<file path="config.mk">
export PLATFORM = sky130hd
export DESIGN_NAME = fifo_stream_reader_flat
export DESIGN_NICKNAME = d
export VERILOG_FILES = /design/src/rtl/fifo_stream_reader_pkg.sv /design/src/rtl/fifo_stream_reader_if.sv /design/src/rtl/fifo_stream_reader_skid_queue.sv /design/src/rtl/fifo_stream_reader.sv /design/src/flat_wrapper.sv
export SDC_FILE = /design/constraint.sdc
export NUM_CORES = 1
export LEC_CHECK = 0
export ABC_AREA = 0
export CAP_MARGIN = 15
export CELL_PAD_IN_SITES_DETAIL_PLACEMENT = 2
export CELL_PAD_IN_SITES_GLOBAL_PLACEMENT = 2
export CORE_MARGIN = 4
export CORE_UTILIZATION = 38
export CTS_CLUSTER_DIAMETER = 40
export DETAILED_ROUTE_END_ITERATION = 8
export PLACE_DENSITY = 0.81
export SYNTH_ARGS = -nofsm -noshare
export SYNTH_HDL_FRONTEND = slang
export SYNTH_SLANG_ARGS = --single-unit
</file>
<file path="constraint.sdc">
create_clock -name clk -period 2.15 [get_ports clk]
set_input_delay 0.215 -clock clk [delete_from_list [all_inputs] [get_ports clk]]
set_output_delay 0.215 -clock clk [all_outputs]
set_load 0.02 [all_outputs]
</file>
<file path="src/rtl/fifo_stream_reader_pkg.sv">
// rtl/fifo_stream_reader_pkg.sv - shared skid-queue sizing and the read-issue room check
package fifo_stream_reader_pkg;

  localparam int DEFAULT_DATA_WIDTH = 32;
  localparam int SKID_DEPTH         = 4;
  localparam int SKID_PTR_W         = 2;
  localparam int SKID_OCC_W         = 3;

  // A read may only be issued while queued words plus the word in flight leave a free slot.
  function automatic logic skid_has_room(input logic [SKID_OCC_W-1:0] occ, input logic inflight);
    logic [SKID_OCC_W:0] committed;
    committed = {1'b0, occ} + {{SKID_OCC_W{1'b0}}, inflight};
    return committed < (SKID_OCC_W+1)'(SKID_DEPTH);
  endfunction

endpackage

</file>
<file path="src/rtl/fifo_stream_reader_if.sv">
// rtl/fifo_stream_reader_if.sv - FIFO read port plus outgoing valid/ready stream
interface fifo_stream_reader_if
  import fifo_stream_reader_pkg::*;
#(
  parameter int DATA_WIDTH = DEFAULT_DATA_WIDTH
);
  logic                  fifo_empty;
  logic [DATA_WIDTH-1:0] fifo_dout;
  logic                  fifo_rd_en;
  logic                  out_valid;
  logic                  out_ready;
  logic [DATA_WIDTH-1:0] out_data;

  modport master (
    input  fifo_empty, fifo_dout, out_ready,
    output fifo_rd_en, out_valid, out_data
  );

  modport slave (
    output fifo_empty, fifo_dout, out_ready,
    input  fifo_rd_en, out_valid, out_data
  );
endinterface

</file>
<file path="src/rtl/fifo_stream_reader_skid_queue.sv">
// rtl/fifo_stream_reader_skid_queue.sv - 4-entry register-file queue absorbing the FIFO read latency
module fifo_stream_reader_skid_queue
  import fifo_stream_reader_pkg::*;
#(
  parameter int DATA_WIDTH = DEFAULT_DATA_WIDTH
) (
  input  logic                  clk,
  input  logic                  rst,
  input  logic                  push,
  input  logic [DATA_WIDTH-1:0] push_data,
  input  logic                  pop,
  output logic [SKID_OCC_W-1:0] occ,
  output logic                  head_valid,
  output logic [DATA_WIDTH-1:0] head_data
);
  logic [DATA_WIDTH-1:0] mem [SKID_DEPTH];
  logic [SKID_PTR_W-1:0] hd_ptr;
  logic [SKID_PTR_W-1:0] tl_ptr;

  always_ff @(posedge clk) begin
    if (push) begin
      mem[tl_ptr] <= push_data;
    end
  end

  always_ff @(posedge clk or posedge rst) begin
    if (rst) begin
      hd_ptr <= '0;
      tl_ptr <= '0;
      occ    <= '0;
    end else begin
      if (push) begin
        tl_ptr <= tl_ptr + SKID_PTR_W'(1);
      end
      if (pop) begin
        hd_ptr <= hd_ptr + SKID_PTR_W'(1);
      end
      if (push && !pop) begin
        occ <= occ + SKID_OCC_W'(1);
      end else if (pop && !push) begin
        occ <= occ - SKID_OCC_W'(1);
      end
    end
  end

  // Stale entries stay hidden so the stream reads zero when nothing is queued.
  assign head_valid = (occ != '0);
  assign head_data  = head_valid ? mem[hd_ptr] : '0;

endmodule

</file>
<file path="src/rtl/fifo_stream_reader.sv">
// rtl/fifo_stream_reader.sv - FIFO pop engine feeding a valid/ready stream; DRAIN_STATS_EN adds flit_count
module fifo_stream_reader
  import fifo_stream_reader_pkg::*;
#(
  parameter int DATA_WIDTH = DEFAULT_DATA_WIDTH
`ifdef DRAIN_STATS_EN
  , parameter int CNT_WIDTH = 32
`endif
) (
  input  logic                 clk,
  input  logic                 rst,
  input  logic                 enable,
  fifo_stream_reader_if.master bus
`ifdef DRAIN_STATS_EN
  , output logic [CNT_WIDTH-1:0] flit_count
`endif
);
  logic                  inflight;
  logic                  pop;
  logic [SKID_OCC_W-1:0] occ;

  // Issue depends only on registered state and the FIFO flag, never on out_ready.
  assign bus.fifo_rd_en = ~rst & enable & ~bus.fifo_empty & skid_has_room(occ, inflight);
  assign pop            = bus.out_valid & bus.out_ready;

  always_ff @(posedge clk or posedge rst) begin
    if (rst) begin
      inflight <= 1'b0;
    end else begin
      inflight <= bus.fifo_rd_en;
    end
  end

  fifo_stream_reader_skid_queue #(
    .DATA_WIDTH (DATA_WIDTH)
  ) u_queue (
    .clk        (clk),
    .rst        (rst),
    .push       (inflight),
    .push_data  (bus.fifo_dout),
    .pop        (pop),
    .occ        (occ),
    .head_valid (bus.out_valid),
    .head_data  (bus.out_data)
  );

`ifdef DRAIN_STATS_EN
  always_ff @(posedge clk or posedge rst) begin
    if (rst) begin
      flit_count <= '0;
    end else if (pop) begin
      flit_count <= flit_count + CNT_WIDTH'(1);
    end
  end
`endif

endmodule
</file>
<file path="src/flat_wrapper.sv">
// flat-port wrapper written by rule: the top's interface ports become plain ports
module fifo_stream_reader_flat import fifo_stream_reader_pkg::*;
#(
  parameter int DATA_WIDTH = DEFAULT_DATA_WIDTH

)
  (clk, rst, enable, bus_fifo_empty, bus_fifo_dout, bus_out_ready, bus_fifo_rd_en, bus_out_valid, bus_out_data);
  fifo_stream_reader_if #(.DATA_WIDTH(DATA_WIDTH)) bus_i ();
  input  logic clk;
  input  logic rst;
  input  logic enable;
  input wire logic [$bits(bus_i.fifo_empty)-1:0] bus_fifo_empty;
  input wire logic [$bits(bus_i.fifo_dout)-1:0] bus_fifo_dout;
  input wire logic [$bits(bus_i.out_ready)-1:0] bus_out_ready;
  output wire logic [$bits(bus_i.fifo_rd_en)-1:0] bus_fifo_rd_en;
  output wire logic [$bits(bus_i.out_valid)-1:0] bus_out_valid;
  output wire logic [$bits(bus_i.out_data)-1:0] bus_out_data;
  assign bus_i.fifo_empty = bus_fifo_empty;
  assign bus_i.fifo_dout = bus_fifo_dout;
  assign bus_i.out_ready = bus_out_ready;
  assign bus_fifo_rd_en = bus_i.fifo_rd_en;
  assign bus_out_valid = bus_i.out_valid;
  assign bus_out_data = bus_i.out_data;
  fifo_stream_reader #(.DATA_WIDTH(DATA_WIDTH)) u_core (.clk(clk), .rst(rst), .enable(enable), .bus(bus_i));
endmodule
</file>
==> impl_metrics.env, run 1 <==
export IMPL_startpoint="u_core.u_queue.hd_ptr[0]"
export IMPL_ctsHoldBuffers=0
export IMPL_maxCapViolations=0
export IMPL_clkPwrFrac_pct=27.1
export IMPL_cp_top_family="multiplexers"
export IMPL_synth_distinct_cells=21
export IMPL_cts_htree_levels=4
export IMPL_cp_data_arrival_time_ns=1.97
export IMPL_drive_gt1_share_pct=43.49
export IMPL_cts_tree="done"
export IMPL_peakVddDrop_uv=803.1
export IMPL_regToRegSetupSlack_ns=0.08
export IMPL_grt_ovfl_total=0
export IMPL_ys_warn_count=0
export IMPL_path_buf_inv=3
export IMPL_crit_reg2reg_launch="u_core.u_queue.occ[1]"
export IMPL_setup_worst_path_start_class="flip-flop"
export IMPL_die_y_um=126.3
export IMPL_grt_setup_unrepaired="true"
export IMPL_switching_share_pct=29.36
export IMPL_start_util_pct=39.50
export IMPL_clockBufferDepth=2
export IMPL_cts_root_buf="clkbuf_16"
export IMPL_firstDrtPassIters=4
export IMPL_rows=42
export IMPL_ios=71
export IMPL_final_setup_worst_slack_ns=-0.03997
export IMPL_clock_sinks=136
export IMPL_power_frac_seq_pct=32.2
export IMPL_critPathSlowestCell="mux4_2"
export IMPL_reg2reg_depth=8
export IMPL_area_growth_pct=34.21
export IMPL_fin_nets=393
export IMPL_crit_fanout=6
export IMPL_avgSynthCellArea_sq_um=21.96
export IMPL_instances_no_fill=537
export IMPL_drc=0
export IMPL_finalHoldViolCount=0
export IMPL_p_int_mw=7.059
export IMPL_synth_top_area_share_pct=72.33
export IMPL_powerDensity_mw_per_mm2=1401
export IMPL_core_sq_mm=0.01345
export IMPL_violations="negative setup slack"
export IMPL_max_slew_margin_pct=69.02
export IMPL_period_minus_slack_ns=2.190
export IMPL_setup_viol=17
export IMPL_dieWidth_um=126.3
export IMPL_postRouteAntennaNets=0
export IMPL_clk_latency_ns=0.42
export IMPL_viasPerCell=4.983
export IMPL_dieArea_sq_mm=0.01594
export IMPL_regArea_sq_mm=0.004046
export IMPL_syn_area_sq_mm=0.005314
export IMPL_portBuffers=70
export IMPL_antenna_cells=0
export IMPL_clkTransAtPathRegs_ns=0.06
export IMPL_place_gp_congestion=0.6861
export IMPL_dpl_hpwl_mm=7.789
export IMPL_grt_pass1_vias=3165
export IMPL_syn_nets=285
export IMPL_synthCells=242
export IMPL_status="complete, but fails checks"
export IMPL_layout_cell_area_non_filler_sq_mm=0.007132
export IMPL_hold_ws_ns=0.1136
export IMPL_synth_seq_area_share_pct=76.10
export IMPL_path_class="reg -> out"
export IMPL_fin_crit_sh_pct=101.9
export IMPL_finClkSkew_ns=0.01216
export IMPL_multi_input_area_sq_mm=0.001232
export IMPL_p_comb_share_pct=40.7
export IMPL_yosys_top_cells_area="edfxtp_1 72%, mux4_2 12%, and2_1 4.2%"
export IMPL_clock_fmax_mhz=456.6
export IMPL_grt_max_degree=35
export IMPL_drt_wl_total_mm=12.52
export IMPL_slowest_delay_ns=0.50
export IMPL_slew_viol_final=0
export IMPL_fill_cells=1185
export IMPL_worst_slew_pin_slew_ns=0.4646
export IMPL_antenna_found_initial=0
export IMPL_cp_depth=5
export IMPL_yosysTopAreaCell="edfxtp_1"
export IMPL_final_util_pct=53.01
export IMPL_grt_pass1_wl_mm=19.06
export IMPL_cts_buffers=17
export IMPL_hold_path_class="in -> async"
export IMPL_p_leak_nw=2.510
export IMPL_endpoint_kind="output pin"
export IMPL_avgRoutedWirePerCell_um=23.31
export IMPL_yosys_register_bits=136
export IMPL_switchingPower_mw=2.934
export IMPL_num_vias=2676
export IMPL_critPathCapture="bus_out_data[9]"
export IMPL_grt_usage_pct=16.49
export IMPL_dpl_cell_area_sq_mm=0.006325
export IMPL_reg2reg_to="u_core.u_queue.occ[2]"
export IMPL_crit_chain="buf_12, buf_4, mux4_2, and2_4, buf_6"
export IMPL_worstPathRequired_ns=1.93
export IMPL_dp_cells=491
export IMPL_drtIter0Drc=184
[state kept, by name, indices dropped and copies added, names as in the netlist]
name and flops:
u_core.inflight 1, u_core.u_queue.hd_ptr 2, u_core.u_queue.occ 3, u_core.u_queue.mem 128
u_core.u_queue.tl_ptr 2
[layer usage]
metal	track usage (%)	up-vias	wire, um
met4	5.994	0	149
met5	0	-	0
li1	-	1181	-
met2	27.98	61	6735
met3	4.657	15	448
met1	20.21	1419	5186
[power by group through the flow]
| stage | clock network (mW) | logic (mW) | registers, mW |
|---|---|---|---|
| finish | 2.71 | 4.07 | 3.21 |
| global route | 2.90 | 4.34 | 3.23 |
| CTS | 2.77 | 3.56 | 3.20 |
| detailed placement | 0 | 3.33 | 3.25 |
| global placement | 0 | 3.24 | 3.23 |
| floorplan | 0 | 2.03 | 3.20 |
[tightest hold or removal path, delay by kind of cell]
family,cells,cell delay (ns)
buffers and inverters,3,0.66
[repair_timing]
item	CTS	global route
endpoints found under the setup margin	35	31
resized for setup	161	76
setup buffers	12	6
pin swaps	0	1
gates cloned	2	0
endpoints found under the hold margin	0	0
[Yosys cell counts]
cell type	n
a31oi_1	1
and2_1	36
buf_12	3
buf_2	3
buf_6	1
clkbuf_1	5
dfrtp_1	8
edfxtp_1	128
fa_1	1
ha_1	5
inv_1	4
mux2_2	1
mux4_1	4
mux4_2	28
nand2_1	2
nand3_1	2
nor2_1	2
o21ai_0	1
or3_1	1
xnor2_1	3
xor2_1	3
[worst min-delay path by stage]
stage,end,depth (start not counted),start,slack (ns)
3_5_place_dp,u_core.u_queue.occ[2],1,u_core.u_queue.occ[2],0.52
5_1_grt,u_core.u_queue.occ[1],3,rst,0.13
3_3_place_gp,u_core.u_queue.occ[2],1,u_core.u_queue.occ[2],0.48
2_1_floorplan,u_core.inflight,1,rst,0.04
6_report,u_core.u_queue.hd_ptr[0],3,rst,0.11
4_1_cts,u_core.u_queue.hd_ptr[0],3,rst,0.11
[cell families (layout without fill, tap and decap cells)]
| group | count (synthesis) | in the layout | share of synthesized area [%] |
|---|---|---|---|
| flops | 136 | 136 | 76.10 |
| simple gates | 43 | 43 | 4.827 |
| mux | 33 | 33 | 14.06 |
| buf+inv | 16 | 135 | 2.260 |
| fa+ha+maj | 6 | 6 | 1.554 |
| xor+xnor | 6 | 6 | 0.9891 |
| compound gates | 2 | 2 | 0.2119 |
[layout make-up]
type | count | area share [%]
Multi-Input combinational cell | 90 | 17.28
Tap cell | 176 | 3.088
Timing Repair Buffer | 101 | 15.11
Clock buffer | 18 | 6.018
Sequential cell | 136 | 56.74
Inverter | 4 | 0.2105
Clock inverter | 12 | 1.561
[stage by stage]
stage / TNS, ns / power (mW) / setup WS, ns
3_5_place_dp: 0 / 6.588 / 0.02756
6_report: -0.2313 / 9.994 / -0.03997
3_3_place_gp: 0 / 6.462 / 0.08010
4_1_cts: -1.357 / 9.535 / -0.1260
2_1_floorplan: 0 / 5.224 / 0.07037
5_1_grt: -2.025 / 10.47 / -0.1137
[layout by cell type, fill, tap and decap left out, drive strengths merged, types with 2 or more instances in the layout]
cell type and instances:
and2 36, nand2 2, nor2 2, clkdlybuf4s50 36, clkbuf 18, bufinv 2
mux4 32, dlygate4sd2 2, dfrtp 8, edfxtp 128, buf 63, xnor2 3
xor2 3, inv 4, clkinv 9, ha 5, nand3 2
Power figures use the tool's default switching activity.
==> inputs of run 2 (changes only) <==
--- a/config.mk
+++ b/config.mk
@@ -10,10 +10,11 @@
 export CELL_PAD_IN_SITES_DETAIL_PLACEMENT = 2
 export CELL_PAD_IN_SITES_GLOBAL_PLACEMENT = 2
 export CORE_MARGIN = 4
-export CORE_UTILIZATION = 38
+export CORE_UTILIZATION = 42
 export CTS_CLUSTER_DIAMETER = 40
 export DETAILED_ROUTE_END_ITERATION = 8
-export PLACE_DENSITY = 0.81
+export PLACE_DENSITY = 0.85
+export RECOVER_POWER = 100
 export SYNTH_ARGS = -nofsm -noshare
 export SYNTH_HDL_FRONTEND = slang
 export SYNTH_SLANG_ARGS = --single-unit
==> constraint.sdc (replaced) <==
create_clock -name clk -period 2.3 [get_ports clk]
set_input_delay 0.23 -clock clk [delete_from_list [all_inputs] [get_ports clk]]
set_output_delay 0.23 -clock clk [all_outputs]
set_load 0.02 [all_outputs]
==> impl_metrics.env, run 2 (synthesis gave the netlist of run 1 again) <==
export IMPL_status="finished clean"
export IMPL_start_util_pct=43.51
export IMPL_grt_setup_unrepaired="true"
export IMPL_switching_share_pct=30.57
export IMPL_switchingPower_mw=2.669
export IMPL_postRouteAntennaNets=0
export IMPL_fin_crit_sh_pct=99.59
export IMPL_rows=40
export IMPL_final_setup_tns_ns=0
export IMPL_cts_tree="done"
export IMPL_clkTransAtPathRegs_ns=0.06
export IMPL_setup_worst_path_start_class="flip-flop"
export IMPL_drt_wl_total_mm=12.44
export IMPL_hold_path_class="in -> async"
export IMPL_crit_fanout=7
export IMPL_antenna_cells=0
export IMPL_p_comb_share_pct=34.6
export IMPL_layout_common_cells="128 x edfxtp_1, 33 x dlygate4sd3_1, 28 x mux4_2"
export IMPL_cts_root_buf="clkbuf_16"
export IMPL_grt_pass1_wl_mm=18.93
export IMPL_dp_cells=478
export IMPL_worstPathRequired_ns=2.07
export IMPL_drtIter0Drc=194
export IMPL_place_gp_congestion=0.6664
export IMPL_clk_latency_ns=0.43
export IMPL_core_sq_mm=0.01221
export IMPL_num_vias=2633
export IMPL_drive_gt1_share_pct=30.26
export IMPL_grt_pass1_vias=3070
export IMPL_clockBufferDepth=2
export IMPL_clock_sinks=136
export IMPL_maxCapViolations=0
export IMPL_ctsHoldBuffers=0
export IMPL_dp_slack_ns=0.1297
export IMPL_clkPwrFrac_pct=31.1
export IMPL_slew_viol_final=0
export IMPL_viasPerCell=5.113
export IMPL_endpoint_kind="output pin"
export IMPL_fin_nets=377
export IMPL_antenna_found_initial=1
export IMPL_peakVddDrop_uv=502.7
export IMPL_max_slew_margin_pct=20.45
export IMPL_dieArea_sq_mm=0.01452
export IMPL_p_leak_nw=2.365
export IMPL_instances_no_fill=515
export IMPL_finalHoldViolCount=0
export IMPL_powerDensity_mw_per_mm2=1270
export IMPL_setup_viol=0
export IMPL_hold_ws_ns=0.3469
export IMPL_portBuffers=70
export IMPL_final_setup_worst_slack_ns=0.009351
export IMPL_clock_fmax_mhz=436.6
export IMPL_cp_data_arrival_time_ns=2.06
export IMPL_grt_ovfl_total=0
export IMPL_dpl_hpwl_mm=7.305
export IMPL_drc=0
export IMPL_avgRoutedWirePerCell_um=24.15
export IMPL_power_frac_seq_pct=34.3
export IMPL_layout_commonest_cell="edfxtp_1"
export IMPL_finClkSkew_ns=0.007206
export IMPL_firstDrtPassIters=4
export IMPL_worst_slew_pin_slew_ns=1.193
export IMPL_ios=71
export IMPL_period_minus_slack_ns=2.291
export IMPL_cts_buffers=17
export IMPL_dieWidth_um=120.5
export IMPL_largest_reg_flops=128
export IMPL_regMostFlops="u_core.u_queue.mem"
export IMPL_grt_max_degree=35
export IMPL_grt_usage_pct=18.52
export IMPL_area_growth_pct=29.36
export IMPL_die_y_um=120.5
export IMPL_path_class="reg -> out"
export IMPL_cts_htree_levels=4
export IMPL_p_int_mw=6.061
export IMPL_largest_registers="u_core.u_queue.mem x128, u_core.u_queue.occ x3"
-- run 2: changes by cell type in the layout (fill, tap and decap cells not counted), sizes merged --
cell | before | now
buf | 63 | 29
dlygate4sd3 | 0 | 33
clkdlybuf4s50 | 36 | 4
clkdlybuf4s15 | 0 | 12
clkbuf | 18 | 25
clkinv | 9 | 6
clkinvlp | 1 | 2
dlygate4sd2 | 2 | 3
inv | 4 | 5
-- run 2: final timing paths --
kind | start | to | slack [ns] | cells after the start
worst max-delay path | u_core.u_queue.hd_ptr[0] | bus_out_data[30] | 0.009 | 6
worst min-delay path | rst | u_core.u_queue.hd_ptr[1] | 0.35 | 3
worst max register to register | u_core.u_queue.occ[0] | u_core.u_queue.occ[2] | 0.09 | 8
worst min register to register | u_core.u_queue.occ[2] | u_core.u_queue.occ[2] | 0.49 | 1
max in group asynchronous | rst | u_core.u_queue.hd_ptr[0] | 1.62 | 3
min in group clk | enable | u_core.inflight | 0.39 | 3
-- run 2: area by class of cell --
| cell class | instances | area, sq um |
|---|---|---|
| inverters | 4 | 15.01 |
| fillers | 1042 | 5338 |
| multi-input cells | 90 | 1162 |
| repair buffers | 85 | 848.3 |
| clock inverters | 11 | 121.4 |
| clock buffers | 21 | 470.5 |
| flip-flops and latches | 136 | 4046 |
| well taps | 168 | 210.2 |
-- run 2: layer usage --
layer,global-route usage (%),up-vias,share of wire (%),wire length [um]
met5,0,-,0.10,13
met4,7.224,2,1.5,187
li1,-,1150,-,-
met2,32.69,76,55,6835
met1,21.03,1387,38,4774
met3,5.659,18,5.0,626
-- run 2: worst max-delay path: stages (launching register included) --
cell	delay, ns
dfrtp_2	0.41
buf_6	0.15
buf_12	0.10
buf_12	0.12
mux4_2	0.51
and2_1	0.18
buf_2	0.16
-- run 2: per-stage QoR --
stage | utilization (%) | instance area (sq um) | power (mW)
global route | 56.29 | 6874 | 9.136
CTS | 56.69 | 6923 | 8.840
global placement | 51.40 | 6277 | 5.948
finish | 56.29 | 6874 | 8.731
detailed placement | 51.40 | 6277 | 6.076
floorplan | - | 5314 | 4.883
-- run 2: what timing repair did --
item | CTS | global route
resized for setup | 87 | 36
gates cloned | 2 | 0
buffers inserted | 3 | 1
setup endpoints to repair | 33 | 27
-- run 2: power by group through the flow --
stage,Combinational [mW],Sequential [mW],Clock [mW]
CTS,3.06,2.99,2.79
global route,3.23,3.01,2.90
floorplan,1.90,2.99,0
global placement,2.93,3.01,0
detailed placement,3.04,3.03,0
finish,3.02,2.99,2.71
